$ cat config.mk
export PLATFORM = sky130hd
export DESIGN_NAME = rom_fetch_arbiter
export DESIGN_NICKNAME = d
export VERILOG_FILES = /design/src/rtl/rom_fetch_arbiter.sv
export SDC_FILE = /design/constraint.sdc
export NUM_CORES = 1
export LEC_CHECK = 0
export BUFFER_PORTS_ARGS = -buffer_cell sky130_fd_sc_hd__buf_2
export CORE_MARGIN = 4
export CORE_UTILIZATION = 25
export DETAILED_ROUTE_END_ITERATION = 6
export PLACE_DENSITY_LB_ADDON = 0.12
export SETUP_SLACK_MARGIN = 0.3
export SYNTH_ARGS = -nofsm -noshare
export SYNTH_HDL_FRONTEND = slang
export SYNTH_SLANG_ARGS = --single-unit
$ cat constraint.sdc
create_clock -name clk -period 3.5 [get_ports clk]
set_clock_uncertainty 0.2 [all_clocks]
set_input_delay 0.7 -clock clk [delete_from_list [all_inputs] [get_ports clk]]
set_output_delay 0.7 -clock clk [all_outputs]
set_load 0.01 [all_outputs]
$ cat src/rtl/rom_fetch_arbiter.sv
// Round-robin arbiter sharing the single-port instruction ROM between the fetch unit (id 0)
// and the debug read port (id 1); one ROM read in flight, response tagged with requester id.
module rom_fetch_arbiter #(
    parameter int ROM_DEPTH = 5,
    parameter int ADDR_W    = 32,
    parameter int DATA_W    = 32
) (
    input  logic              clk,
    input  logic              reset,
    input  logic              req0_valid,
    input  logic [ADDR_W-1:0] req0_addr,
    output logic              req0_ready,
    input  logic              req1_valid,
    input  logic [ADDR_W-1:0] req1_addr,
    output logic              req1_ready,
    output logic              rsp_valid,
    output logic              rsp_id,
    output logic [DATA_W-1:0] rsp_data,
    output logic              rsp_err,
    input  logic              rsp_ready,
    output logic              HSEL1,
    output logic              rd_en_rom,
    output logic [ADDR_W-1:0] address_rom,
    input  logic [DATA_W-1:0] instruction,
    output logic              busy
);

    // state   | meaning
    // IDLE    | waiting for a request; grant combinationally
    // ISSUE   | ROM select/read enable driven with latched address
    // CAPTURE | ROM output valid, registered into rsp_data
    // RESP    | response presented until rsp_ready
    localparam logic [1:0] S_IDLE    = 2'd0;
    localparam logic [1:0] S_ISSUE   = 2'd1;
    localparam logic [1:0] S_CAPTURE = 2'd2;
    localparam logic [1:0] S_RESP    = 2'd3;

    localparam logic [ADDR_W:0] ROM_BYTES = (ADDR_W + 1)'(ROM_DEPTH * 4);

    logic [1:0]        state_q, state_d;
    logic              rr_ptr_q, rr_ptr_d;
    logic              rsp_valid_q, rsp_valid_d;
    logic              rsp_id_q, rsp_id_d;
    logic [DATA_W-1:0] rsp_data_q, rsp_data_d;
    logic              rsp_err_q, rsp_err_d;
    logic              hsel_q, hsel_d;
    logic [ADDR_W-1:0] addr_rom_q, addr_rom_d;

    logic              grant_vld;
    logic              grant_id;
    logic [ADDR_W-1:0] grant_addr;
    logic              addr_bad;

    // rr_ptr only matters when both requesters are valid in the same cycle
    always_comb begin
        grant_vld  = req0_valid | req1_valid;
        grant_id   = (req0_valid & req1_valid) ? rr_ptr_q : req1_valid;
        grant_addr = grant_id ? req1_addr : req0_addr;
        addr_bad   = (grant_addr[1:0] != 2'b00) || ({1'b0, grant_addr} >= ROM_BYTES);
    end

    // ready is withheld while reset is asserted so no accept can be lost to the reset
    always_comb begin
        req0_ready = reset && (state_q == S_IDLE) && grant_vld && !grant_id;
        req1_ready = reset && (state_q == S_IDLE) && grant_vld &&  grant_id;
    end

    always_comb begin
        state_d     = state_q;
        rr_ptr_d    = rr_ptr_q;
        rsp_valid_d = rsp_valid_q;
        rsp_id_d    = rsp_id_q;
        rsp_data_d  = rsp_data_q;
        rsp_err_d   = rsp_err_q;
        hsel_d      = 1'b0;
        addr_rom_d  = '0;

        case (state_q)
            S_IDLE: begin
                if (grant_vld) begin
                    rsp_id_d = grant_id;
                    rr_ptr_d = ~grant_id;
                    if (addr_bad) begin
                        rsp_err_d   = 1'b1;
                        rsp_data_d  = '0;
                        rsp_valid_d = 1'b1;
                        state_d     = S_RESP;
                    end else begin
                        hsel_d     = 1'b1;
                        addr_rom_d = grant_addr;
                        state_d    = S_ISSUE;
                    end
                end
            end
            S_ISSUE: begin
                state_d = S_CAPTURE;
            end
            S_CAPTURE: begin
                rsp_data_d  = instruction;
                rsp_err_d   = 1'b0;
                rsp_valid_d = 1'b1;
                state_d     = S_RESP;
            end
            S_RESP: begin
                if (rsp_ready) begin
                    rsp_valid_d = 1'b0;
                    state_d     = S_IDLE;
                end
            end
            default: begin
                state_d = S_IDLE;
            end
        endcase
    end

    always_ff @(posedge clk) begin
        if (!reset) begin
            state_q     <= S_IDLE;
            rr_ptr_q    <= 1'b0;
            rsp_valid_q <= 1'b0;
            rsp_id_q    <= 1'b0;
            rsp_data_q  <= '0;
            rsp_err_q   <= 1'b0;
            hsel_q      <= 1'b0;
            addr_rom_q  <= '0;
        end else begin
            state_q     <= state_d;
            rr_ptr_q    <= rr_ptr_d;
            rsp_valid_q <= rsp_valid_d;
            rsp_id_q    <= rsp_id_d;
            rsp_data_q  <= rsp_data_d;
            rsp_err_q   <= rsp_err_d;
            hsel_q      <= hsel_d;
            addr_rom_q  <= addr_rom_d;
        end
    end

    // select and read enable share one flop: they are only ever high together in ISSUE
    always_comb begin
        HSEL1       = hsel_q;
        rd_en_rom   = hsel_q;
        address_rom = addr_rom_q;
        rsp_valid   = rsp_valid_q;
        rsp_id      = rsp_id_q;
        rsp_data    = rsp_data_q;
        rsp_err     = rsp_err_q;
        busy        = (state_q != S_IDLE);
    end

endmodule

# Word level (Yosys, flattened, before mapping)
# Index checks and enable logic that the tools add are counted.
[word_totals]
reg_bits = 71
output_inout_bits = 72
[op_classes]
n_lt_le_gt_ge = 1
n_reduce_logical = 17
bitwise_logic = 6
n_mux = 15
n_eq_ne = 6
[ops]
columns = ["cell", "n"]
rows = [
  ["$mux W32", 3],
  ["$pmux W32 S2", 1],
  ["$ge A32 B5 Y1 const B", 1],
  ["$pmux W2 S4", 1],
  ["$mux W2", 3],
  ["$ne A2 B2 Y1 const B", 3],
  ["$reduce_and A3 Y1", 2],
  ["$reduce_bool A2 Y1", 3],
  ["$mux W1", 5],
  ["$eq A2 B2 Y1 const B", 2],
  ["$logic_and A1 B1 Y1", 4],
  ["$not A1 Y1", 4],
  ["$reduce_and A2 Y1", 2],
  ["$reduce_and A4 Y1", 1],
  ["$reduce_or A4 Y1", 1],
  ["$pmux W1 S3", 1],
  ["$reduce_bool A3 Y1", 1],
  ["$eq A2 B1 Y1 const B", 1],
  ["$logic_not A2 Y1", 1],
  ["$pmux W1 S2", 1],
  ["$and A1 B1 Y1", 1],
  ["$logic_not A1 Y1", 1],
  ["$logic_or A1 B1 Y1", 1],
  ["$or A1 B1 Y1", 1],
]

# Longest topological paths before layout
[depth]
ltp_word = 8
depth_mapped = 7
depth_no_buf = 6

# Worst setup path before layout
# Ideal clock, no wire load.
[synth_path]
kind = "in2reg"
startpoint = "input port req1_addr[21]"
endpoint = "register rsp_data_q[0], in the netlist rsp_data[0]"
t_required_ns = 3.228
cell_stages = 6
path_buffers = 1
arrival_ns = 2.146
setup_slack_ns = 1.082
path_cell_list = "or4_4 -> o31ai_4 -> nand4_4 -> o211ai_4 -> buf_12 -> mux2i_1"
[synth_between]
elab_chain_len = 5
[synth_rtl]
columns = ["item", "line_no", "source"]
rows = [
  ["start, declared", "14", "input logic [ADDR_W-1:0] req1_addr,"],
  ["$mux W32", "58", "grant_addr = grant_id ? req1_addr : req0_addr;"],
  ["$ge A32 B5 Y1", "59", "addr_bad = (grant_addr[1:0] != 2'b00) || ({1'b0, grant_addr} >= ROM_BYTES);"],
  ["$logic_or A1 B1 Y1", "59", ""],
  ["$ne A2 B2 Y1 (no source line)", "--", ""],
  ["$reduce_and A3 Y1 (no source line)", "--", ""],
  ["end signal, assigned", "131", "rsp_data_q <= rsp_data_d;"],
  ["end, declared", "44", "logic [DATA_W-1:0] rsp_data_q, rsp_data_d;"],
]
# No other way between the ends.
# A chain may end at the register's enable or synchronous reset.

# Worst setup path after layout
[layout_path]
startpoint = "register state_q[0]"
endpoint = "output port req0_ready"
[layout_between]
elab_chain_len = 4
[layout_rtl]
columns = ["item", "line_no", "source"]
rows = [
  ["start, declared", "40", "logic [1:0] state_q, state_d;"],
  ["start signal, assigned", "127", "state_q <= state_d;"],
  ["$logic_not A2 Y1", "64", "req0_ready = reset && (state_q == S_IDLE) && grant_vld && !grant_id;"],
  ["$logic_and A1 B1 Y1 (3 in a row)", "64", ""],
  ["end, declared", "12", "output logic req0_ready,"],
]
# No other way between the ends.

==> reports/results.ini <==
[job]
drv_cap=0

[cts]
cts_tree=built
cts-resized-gates=0
root_buffer=clkbuf_8
clk_pin_slew_worst_paths_ns=0.07
cts_made_buffers=9
htreeDepth=3
cts_setup_buffers=0
clk_latency_ns=0.33
clock_path_buffers=2
cts.sinks=71
ctsHoldBuffers=0

[sta]
maxSlewHeadroom=0.581
hold_viol_final=0
finalSetupViolations=0
tns_ns=0
finalCritPeriodShare=0.759
fmax_mhz=377
fin_crit_ns=2.65
worst_pin_slew_ns=0.628
rsz0062_at_grt=false
hold_ws_ns=0.259
final_max_slew_viol_count=0

[yosys]
syn-cell-area_sq_um=2750
syn_area_per_cell_sq_um=10.6
yosysSeqAreaShare=0.516
yosys.area.top_type=dfxtp_1
synth_top_area_frac=0.516
syn-instance-count=260
ys_ff_latch=71
ys_warn_count=0
synthTopCellsByArea=dfxtp_1, mux2i_1, nand3_1
ys_types=35

[critical_path]
cp_max_fo=12
end_kind=output port
worst-path-buf-inv=2
path_cells=inv_1, ha_1, nand2_1, a211oi_1, buf_2
slowest_stage=ha_1
cp_top_family=adder cells
r2r_start=rr_ptr_q
slowest_delay_ns=0.46
crit_start=state_q[0]
worstSetupPathType=register to output port
required_ns=2.60
start_kind=register
crit_arrival_ns=1.75

[placement]
place_area_sq_um=3710
portBuffers=172
gp_congestion=0.771
dp_hpwl_um=5580

[die]
core_sq_um=10800
die_h_um=113
die_x_um=113
die_area_sq_um=12800
rows=38
io_pins=173
initial_core_util=0.255

[detailed_routing]
wl_per_cell_um=12.1
drtPass1Iterations=4
dr_wl_met3_um=799
routed_wl_um=7280
maxUsedRoutingLayer=met4
first_iter_violations=152
ant_nets=0
drc=0
via_count=2474
viasPerCell=4.12
wl_met2_um=3440
met1_length_um=2890

[power]
power.leakage_nw=1.94
p_comb_frac=0.346
p_int_mw=1.56
clkPwrFrac=0.239
p_switching_mw=0.777
max-vdd-ir-drop_mv=0.330
cellPowerDensity_nw_per_um2=604
swShare=0.332
seq_power_share=0.415

[layout]
final_area_sq_um=3880
drive_gt1_frac=0.426
syn_to_final_growth_pct=40.8
nets=562
diodes=0

[run_status]
outcome=completed

[min_path]
hp-class=register to register
holdCritStartpoint=rsp_data[17]

[global_routing]
grtUsageTotal=0.114
antenna_found_initial=0
overflow=0
grt_pass1_wl_um=11700
grt_pass1_vias=2568
grt_max_degree=68

-- cell type report --
type / instances / area [sq um]
clock buffers: 13 / 159
fillers: 1134 / 6920
inverters: 6 / 22.5
repair buffers: 175 / 896
clock inverters: 1 / 5.00
flip-flops and latches: 71 / 1420
multi-input cells: 194 / 1200
well taps: 140 / 175
-- cell families (layout without fill, tap and decap cells) --
group,Yosys count,count (layout),share of synthesized area
compound gates,19,19,0.0591
fa+ha+maj,4,4,0.0182
buf+inv,23,195,0.0872
flops,71,71,0.516
mux,34,34,0.124
other cells,1,29,0.00136
simple gates,108,108,0.194
-- placed cells by master, fill, tap and decap left out, types with 2 or more instances in the layout --
cell and instances:
buf_4 2, nor2b_1 2, o21ai_0 2, nor3_1 4
nand3_1 34, o2111ai_1 2, dfxtp_1 71, nor4_1 11
ha_1 4, clkbuf_1 2, a21oi_1 6, conb_1 29
clkbuf_8 11, nor2_1 7, mux2i_1 34, nand2_1 43
buf_2 172, a311oi_1 2, inv_1 6
-- path summary, 6_finish.rpt --
path | end | slack [ns] | cells past startpoint
min | rsp_data[17] | 0.26 | 2
max | req0_ready | 0.85 | 5
max reg2reg | rsp_err | 1.33 | 7
min reg2reg | rsp_data[17] | 0.26 | 2
-- registers in the layout, summed over array words and instances, names as in the netlist --
name	flops
rsp_data	32
state_q	2
rsp_id	1
rsp_err	1
address_rom	32
rsp_valid	1
rr_ptr_q	1
HSEL1	1
-- metrics by stage --
step                 util  power [mW]  std cells  setup WS [ns]
finish              0.359        2.34        600          0.845
global route        0.359        2.51        600          0.578
CTS                 0.359        2.40        600          0.776
detailed placement  0.344        1.82        586          0.770
global placement    0.344        1.82        586          0.857
floorplan               -        1.68        288           1.08
-- cell usage after synthesis (all sizes together) --
cell type	instances
inv	6
nor4	11
buf	6
dfxtp	71
nor2	8
nor2b	3
or4	1
o211ai	1
clkbuf	5
a21oi	6
dlygate4sd3	5
dlygate4sd1	1
or2b	1
o31ai	2
o2111ai	2
conb	1
nand2b	1
a41o	1
a22oi	1
nand4	2
o21ai	2
a211oi	1
nand2	43
ha	4
nor3	4
mux2i	34
nand3	34
a311oi	2
o2111a	1
-- worst register-to-register path, stage by stage, from the launching register on --
cell and delay, ns:
dfxtp_1 0.39, nor2b_2 0.08, nor2_2 0.25, mux2i_1 0.37
nand4_4 0.17, o211ai_4 0.13, buf_12 0.27, mux2i_1 0.23
-- layer usage --
metal	GRT usage	vias to the layer above
met2	0.184	113
met5	0	-
met1	0.128	1078
met4	0.0433	0
met3	0.0594	15
li1	-	1268
-- power by group through the flow --
stage                     Sequential [mW]  Clock [mW]  Combinational [mW]
after floorplan                      1.03           0               0.646
after global placement              0.990           0               0.831
after detailed placement            0.992           0               0.831
after CTS                           0.974       0.600               0.830
after global routing                0.985       0.627               0.895
final                               0.972       0.559               0.809
Note: power is estimated with default switching activity, not from simulation.
